`src/rtl/sprite_char_ctrl.sv`:
```
// rtl/sprite_char_ctrl.sv - player character controller: command latch, movement, animation and sprite streaming
module sprite_char_ctrl #(
    parameter int          SPRITE_W    = 16,
    parameter int          SPRITE_H    = 16,
    parameter int          STEP        = 1,
    parameter int          X_MIN       = 0,
    parameter int          X_MAX       = 304,
    parameter int          Y_MIN       = 0,
    parameter int          Y_MAX       = 224,
    parameter int          X_INIT      = 1,
    parameter int          Y_INIT      = 96,
    parameter int          ANIM_DIV    = 8,
    parameter int          ATTACK_LEN  = 16,
    parameter int          MEM_LAT     = 1,
    parameter logic [5:0]  TRANSPARENT = 6'h3F,
    localparam int         ADDR_W      = $clog2(16 * SPRITE_W * SPRITE_H)
) (
    input  logic              clock,
    input  logic              reset,
    input  logic              c_attack,
    input  logic              c_up,
    input  logic              c_down,
    input  logic              c_left,
    input  logic              c_right,
    input  logic              init,
    input  logic              reg_action,
    input  logic              apply_action,
    input  logic              draw_start,
    input  logic [1:0]        collision,
    output logic [ADDR_W-1:0] mem_addr,
    input  logic [5:0]        mem_data,
    output logic [8:0]        x_pos,
    output logic [7:0]        y_pos,
    output logic [2:0]        direction,
    output logic [2:0]        facing,
    output logic              attacking,
    output logic              busy,
    output logic [8:0]        x_draw,
    output logic [7:0]        y_draw,
    output logic [5:0]        colour,
    output logic              VGA_write,
    output logic              draw_done
);

    localparam int COL_W  = $clog2(SPRITE_W);
    localparam int ROW_W  = $clog2(SPRITE_H);
    localparam int CNT_W  = COL_W + ROW_W;
    localparam int WALK_W = (ANIM_DIV > 1) ? $clog2(ANIM_DIV) : 1;
    localparam int ATK_W  = $clog2(ATTACK_LEN + 1);

    localparam logic [2:0] D_NONE   = 3'd0;
    localparam logic [2:0] D_ATTACK = 3'd1;
    localparam logic [2:0] D_UP     = 3'd2;
    localparam logic [2:0] D_DOWN   = 3'd3;
    localparam logic [2:0] D_LEFT   = 3'd4;
    localparam logic [2:0] D_RIGHT  = 3'd5;

    localparam logic [CNT_W-1:0] LAST_PIX = CNT_W'(SPRITE_W * SPRITE_H - 1);

    typedef enum logic [1:0] {
        S_IDLE,
        S_DRAW,
        S_FLUSH
    } draw_state_e;

    // character state
    logic [8:0]        x_pos_q, x_pos_d;
    logic [7:0]        y_pos_q, y_pos_d;
    logic [2:0]        dir_q, dir_d;
    logic [2:0]        facing_q, facing_d;
    logic              attacking_q, attacking_d;
    logic [ATK_W-1:0]  atk_cnt_q, atk_cnt_d;
    logic              frame_q, frame_d;
    logic [WALK_W-1:0] walk_q, walk_d;

    // draw engine state
    draw_state_e       state_q, state_d;
    logic [CNT_W-1:0]  pix_q, pix_d;
    logic [1:0]        flush_q, flush_d;
    logic [8:0]        snap_x_q, snap_x_d;
    logic [7:0]        snap_y_q, snap_y_d;
    logic [3:0]        snap_slot_q, snap_slot_d;
    logic              done_q, done_d;

    // address-to-data alignment pipeline
    logic [MEM_LAT-1:0] vld_q;
    logic [8:0]         xp_q [MEM_LAT];
    logic [7:0]         yp_q [MEM_LAT];

    logic [1:0]       facing_idx;
    logic [3:0]       slot;
    logic [COL_W-1:0] col;
    logic [ROW_W-1:0] row;
    logic             unused_collision;

    assign unused_collision = collision[1];

    always_comb begin
        case (facing_q)
            D_LEFT:  facing_idx = 2'd1;
            D_UP:    facing_idx = 2'd2;
            D_RIGHT: facing_idx = 2'd3;
            default: facing_idx = 2'd0;
        endcase
    end

    assign slot = {attacking_q, facing_idx, frame_q & ~attacking_q};
    assign col  = pix_q[COL_W-1:0];
    assign row  = pix_q[CNT_W-1:COL_W];

    always_comb begin
        x_pos_d     = x_pos_q;
        y_pos_d     = y_pos_q;
        dir_d       = dir_q;
        facing_d    = facing_q;
        attacking_d = attacking_q;
        atk_cnt_d   = atk_cnt_q;
        frame_d     = frame_q;
        walk_d      = walk_q;
        if (reg_action) begin
            if (attacking_q)    dir_d = D_NONE;
            else if (c_attack)  dir_d = D_ATTACK;
            else if (c_up)      dir_d = D_UP;
            else if (c_down)    dir_d = D_DOWN;
            else if (c_left)    dir_d = D_LEFT;
            else if (c_right)   dir_d = D_RIGHT;
            else                dir_d = D_NONE;
        end else if (apply_action) begin
            if (attacking_q) begin
                atk_cnt_d = atk_cnt_q - 1'b1;
                if (atk_cnt_q == ATK_W'(1)) attacking_d = 1'b0;
            end else if (dir_q == D_ATTACK) begin
                atk_cnt_d   = ATK_W'(ATTACK_LEN);
                attacking_d = 1'b1;
            end else if (dir_q >= D_UP && dir_q <= D_RIGHT) begin
                facing_d = dir_q;
                // saturate at the playfield edges instead of wrapping
                if (!collision[0]) begin
                    case (dir_q)
                        D_UP:
                            if (int'(y_pos_q) - STEP <= Y_MIN) y_pos_d = 8'(Y_MIN);
                            else                               y_pos_d = y_pos_q - 8'(STEP);
                        D_DOWN:
                            if (int'(y_pos_q) + STEP >= Y_MAX) y_pos_d = 8'(Y_MAX);
                            else                               y_pos_d = y_pos_q + 8'(STEP);
                        D_LEFT:
                            if (int'(x_pos_q) - STEP <= X_MIN) x_pos_d = 9'(X_MIN);
                            else                               x_pos_d = x_pos_q - 9'(STEP);
                        default:
                            if (int'(x_pos_q) + STEP >= X_MAX) x_pos_d = 9'(X_MAX);
                            else                               x_pos_d = x_pos_q + 9'(STEP);
                    endcase
                end
                if (walk_q == WALK_W'(ANIM_DIV - 1)) begin
                    walk_d  = '0;
                    frame_d = ~frame_q;
                end else begin
                    walk_d = walk_q + 1'b1;
                end
            end else begin
                frame_d = 1'b0;
                walk_d  = '0;
            end
        end
    end

    always_comb begin
        state_d     = state_q;
        pix_d       = pix_q;
        flush_d     = flush_q;
        snap_x_d    = snap_x_q;
        snap_y_d    = snap_y_q;
        snap_slot_d = snap_slot_q;
        done_d      = 1'b0;
        case (state_q)
            S_IDLE: begin
                if (draw_start) begin
                    state_d     = S_DRAW;
                    pix_d       = '0;
                    snap_x_d    = x_pos_q;
                    snap_y_d    = y_pos_q;
                    snap_slot_d = slot;
                end
            end
            S_DRAW: begin
                if (pix_q == LAST_PIX) begin
                    state_d = S_FLUSH;
                    flush_d = '0;
                end else begin
                    pix_d = pix_q + 1'b1;
                end
            end
            S_FLUSH: begin
                // wait for the last read to come back before signalling completion
                if (flush_q == 2'(MEM_LAT - 1)) begin
                    state_d = S_IDLE;
                    done_d  = 1'b1;
                end else begin
                    flush_d = flush_q + 1'b1;
                end
            end
            default: state_d = S_IDLE;
        endcase
    end

    always_ff @(posedge clock) begin
        if (!reset || init) begin
            x_pos_q     <= 9'(X_INIT);
            y_pos_q     <= 8'(Y_INIT);
            dir_q       <= D_NONE;
            facing_q    <= D_DOWN;
            attacking_q <= 1'b0;
            atk_cnt_q   <= '0;
            frame_q     <= 1'b0;
            walk_q      <= '0;
            state_q     <= S_IDLE;
            pix_q       <= '0;
            flush_q     <= '0;
            snap_x_q    <= '0;
            snap_y_q    <= '0;
            snap_slot_q <= '0;
            done_q      <= 1'b0;
            vld_q       <= '0;
            for (int i = 0; i < MEM_LAT; i++) begin
                xp_q[i] <= '0;
                yp_q[i] <= '0;
            end
        end else begin
            x_pos_q     <= x_pos_d;
            y_pos_q     <= y_pos_d;
            dir_q       <= dir_d;
            facing_q    <= facing_d;
            attacking_q <= attacking_d;
            atk_cnt_q   <= atk_cnt_d;
            frame_q     <= frame_d;
            walk_q      <= walk_d;
            state_q     <= state_d;
            pix_q       <= pix_d;
            flush_q     <= flush_d;
            snap_x_q    <= snap_x_d;
            snap_y_q    <= snap_y_d;
            snap_slot_q <= snap_slot_d;
            done_q      <= done_d;
            vld_q[0]    <= (state_q == S_DRAW);
            xp_q[0]     <= snap_x_q + 9'(col);
            yp_q[0]     <= snap_y_q + 8'(row);
            for (int i = 1; i < MEM_LAT; i++) begin
                vld_q[i] <= vld_q[i-1];
                xp_q[i]  <= xp_q[i-1];
                yp_q[i]  <= yp_q[i-1];
            end
        end
    end

    assign mem_addr  = (state_q == S_DRAW) ? {row, snap_slot_q, col} : '0;
    assign x_pos     = x_pos_q;
    assign y_pos     = y_pos_q;
    assign direction = dir_q;
    assign facing    = facing_q;
    assign attacking = attacking_q;
    assign busy      = (state_q != S_IDLE);
    assign x_draw    = xp_q[MEM_LAT-1];
    assign y_draw    = yp_q[MEM_LAT-1];
    assign colour    = mem_data;
    assign VGA_write = vld_q[MEM_LAT-1] && (mem_data != TRANSPARENT);
    assign draw_done = done_q;

endmodule

```
`config.mk`:
```
export PLATFORM = sky130hd
export DESIGN_NAME = sprite_char_ctrl
export DESIGN_NICKNAME = d
export VERILOG_FILES = /design/src/rtl/sprite_char_ctrl.sv
export SDC_FILE = /design/constraint.sdc
export NUM_CORES = 1
export LEC_CHECK = 0
export CAP_MARGIN = 20
export CORE_ASPECT_RATIO = 1.4
export CORE_MARGIN = 4
export CORE_UTILIZATION = 49
export CTS_CLUSTER_SIZE = 12
export DETAILED_ROUTE_END_ITERATION = 8
export PLACE_DENSITY = 0.77
export SYNTH_ARGS = -nofsm -noshare
export SYNTH_HDL_FRONTEND = slang
export SYNTH_SLANG_ARGS = --single-unit
```
`constraint.sdc`:
```
create_clock -name clock -period 2.2 [get_ports clock]
set_input_delay 0.22 -clock clock [delete_from_list [all_inputs] [get_ports clock]]
set_output_delay 0.22 -clock clock [all_outputs]
set_load 0.01 [all_outputs]
```
==> summary.md <==
| Metric | Value |
|---|---|
| Min cycle time layout | `2.04 ns` |
| CTS HTree Levels | `3` |
| Most common cell after layout, fill and taps aside | `dfxtp_1` |
| Synth Cell Area | `4890 µm²` |
| Worst-path clk slew | `0.06 ns` |
| Via density | `5.67` |
| Layout cells sized above 1 | `12.1%` |
| Setup WS pre-CTS | `0.0919 ns` |
| Placer Congestion | `0.880` |
| Worst hold path type | `flop to flop` |
| Leakage | `2.26 nW` |
| Reg power frac | `46.8%` |
| Clock Skew | `0.00412 ns` |
| Number of port buffers | `79` |
| Core Box Area | `9620 µm²` |
| Detailed Routing Iterations Pass 1 | `6` |
| Max Cap Viol | `0` |
| Setup violators final | `0` |
| CTS Buffer Depth | `2` |
| Endpoint type of the worst setup path | `output port` |
| Via count | `4,811` |
| Routed Antenna Nets | `0` |
| Status | `finished, final reports clean` |
| Antenna violations before repair | `0` |
| Final hold violation count | `0` |
| Rel. slew slack | `58.4%` |
| R2R cell count | `8` |
| Fin Hold WS | `0.451 ns` |
| CTS tree | `done` |
| Die outline height | `126 µm` |
| Clock power frac | `47.3%` |
| Post-synth cell types | `75` |
| Area Overhead vs Synth | `28.5%` |
| Overflow after GRT | `0` |
| Setup TNS | `0 ns` |
| Switching Power | `0.000744 W` |
| Diodes inserted | `0` |
| FILL cells | `827` |
| First-pass GRT wire length | `21.1 mm` |
| Comb pwr share | `5.9%` |
| Sequential share of the synthesized area | `34.8%` |
| Net count after synthesis | `670` |
| Row cnt | `42` |
| Syn avg cell area | `7.80 µm²` |
| Gr usage total | `21.9%` |
| Final worst slack | `0.158 ns` |
| Sw frac | `22.4%` |
| Pwr/cell area | `529 nW/µm²` |
| Post-synth ARST share | `0%` |
| Avg WL per Cell | `15.0 µm` |
| Die width | `92.5 µm` |
| Ports | `81` |
| CP startpoint | `state_q[0]` |
| Data required, critical path | `1.98 ns` |
| Vias in the first global route | `4,712` |
| Die area | `11,700 µm²` |
| Synthesis-stage register bit count | `85` |
| Final Max Slew Viols | `0` |
| DP HPWL | `9.45 mm` |
| Num Clock Sinks | `85` |
| Number of DRC markers in iteration 0 | `291` |
| Min-delay src | `snap_slot_q[0]` |
| Layout Utilization | `65.4%` |
| Internal Pwr Total | `0.00258 W` |
| Critical Path AT | `1.82 ns` |
| Initial Util | `50.9%` |
| Yosys Warn Count | `0` |
| Num CTS Buffers | `9` |
| Largest net degree at the start of global routing | `25` |
| Max Fclk | `490 MHz` |
| Worst setup path category | `flop to output port` |
| EDFF count, synth | `0` |
| RR Startpoint | `direction[2]` |
| Post-route DRC | `0` |
| Slew @ Worst Pin | `0.618 ns` |
| Clock root buffer | `clkbuf_16` |
| WL final | `12.7 mm` |
| Crit share post-route | `92.8%` |
| Worst-skew pair later-pin latency | `0.34 ns` |
| Crit-path max FO | `6` |
| RSZ-0062 raised after global routing | `false` |
| Nets | `755` |
| VDD IR max | `399 µV` |
| Top FF cell, synth | `dfxtp_1` |
| Most frequent cells in the layout | `dfxtp_1, clkdlybuf4s50_1, nand2_1, nor2_1, a21oi_1` |
| CP Launch Type | `flop` |
| Synth Instances | `627` |
| Hold Path Stages | `2` |
==> logic make-up after synthesis <==
kind of cell / synth area share, %
xor+xnor: 3.40
compound gates: 18.5
flops: 34.8
simple gates: 28.8
mux: 1.25
buf+inv: 6.88
fa+ha+maj: 6.44
==> power by group through the flow <==
stage          Combinational, W  Sequential (W)  Clock (W)
2_1_floorplan          0.000101         0.00159          0
3_3_place_gp           0.000190         0.00159          0
3_5_place_dp           0.000195         0.00159          0
4_1_cts                0.000195         0.00156    0.00160
5_1_grt                0.000214         0.00156    0.00166
6_report               0.000195         0.00156    0.00157
==> area by class of cell <==
| class | instances | area, µm² | share of cell area [%] |
|---|---|---|---|
| Clock buffer | 11 | 253 | 4.02 |
| Inverter | 26 | 97.6 | 1.55 |
| Sequential cell | 85 | 1710 | 27.2 |
| Timing Repair Buffer | 122 | 1130 | 17.9 |
| Tap cell | 132 | 165 | 2.63 |
| Clock inverter | 5 | 57.6 | 0.916 |
| Multi-Input combinational cell | 468 | 2880 | 45.8 |
==> critical path: stages (launching register included) <==
cell and delay [ns]:
dfxtp_1 0.40, nor2b_1 0.20, buf_4 0.16, and2_1 0.17, clkdlybuf4s50_1 0.55
==> registers in the layout (all words and copies together) (netlist names) <==
register and flops:
snap_y_q 8, yp_q 8, y_pos 8, draw_done 1
facing 3, direction 3, snap_slot_q 4, attacking 1
pix_q 8, snap_x_q 9, xp_q 9, state_q 2
walk_q 3, vld_q 1, x_pos 9, frame_q 1
flush_q 2, atk_cnt_q 5
==> timing repair <==
item,CTS,global route
buffers inserted,0,0
endpoints found under the setup margin,0,9
gates resized for setup,0,8
hold buffers,0,0
==> worst paths after layout <==
path | to | slack (ns)
max reg2reg | x_pos[7] | 0.16
min | snap_slot_q[0] | 0.45
max | mem_addr[5] | 0.16
min reg2reg | snap_slot_q[0] | 0.45
==> synthesized netlist by cell type, types with 6 or more instances <==
library cell | instances | area (µm²)
buf_2 | 11 | 55.1
o21ai_0 | 27 | 135
xor2_1 | 13 | 114
nand2b_1 | 7 | 43.8
xnor2_1 | 6 | 52.6
dfxtp_1 | 85 | 1700
nand4_1 | 7 | 43.8
clkbuf_1 | 25 | 93.8
ha_1 | 22 | 275
nand3_1 | 29 | 145
nor2_1 | 69 | 259
inv_1 | 26 | 97.6
nor3_1 | 17 | 85.1
a21oi_1 | 59 | 295
a31oi_1 | 10 | 62.6
nor2b_1 | 11 | 68.8
nand2_1 | 77 | 289
and2_1 | 15 | 93.8
buf_4 | 8 | 60.1
==> through the flow <==
stage                     instance area [µm²]  std cells  power (W)
after floorplan                          4900        627    0.00169
after global placement                   5950        833    0.00178
after detailed placement                 5950        833    0.00178
after CTS                                6260        849    0.00335
after global routing                     6290        849    0.00343
final                                    6290        849    0.00332
==> layer usage <==
| layer | part of all wire [%] | vias to the layer above | global-route usage [%] | wire (µm) |
|---|---|---|---|---|
| met1 | 40 | 2259 | 24.2 | 5130 |
| met3 | 6.0 | 25 | 5.85 | 765 |
| met4 | 2.5 | 0 | 9.71 | 317 |
| met5 | 0 | - | 0 | 0 |
| met2 | 51 | 168 | 38.7 | 6540 |
| li1 | - | 2359 | - | - |
Power figures use the tool's default switching activity.
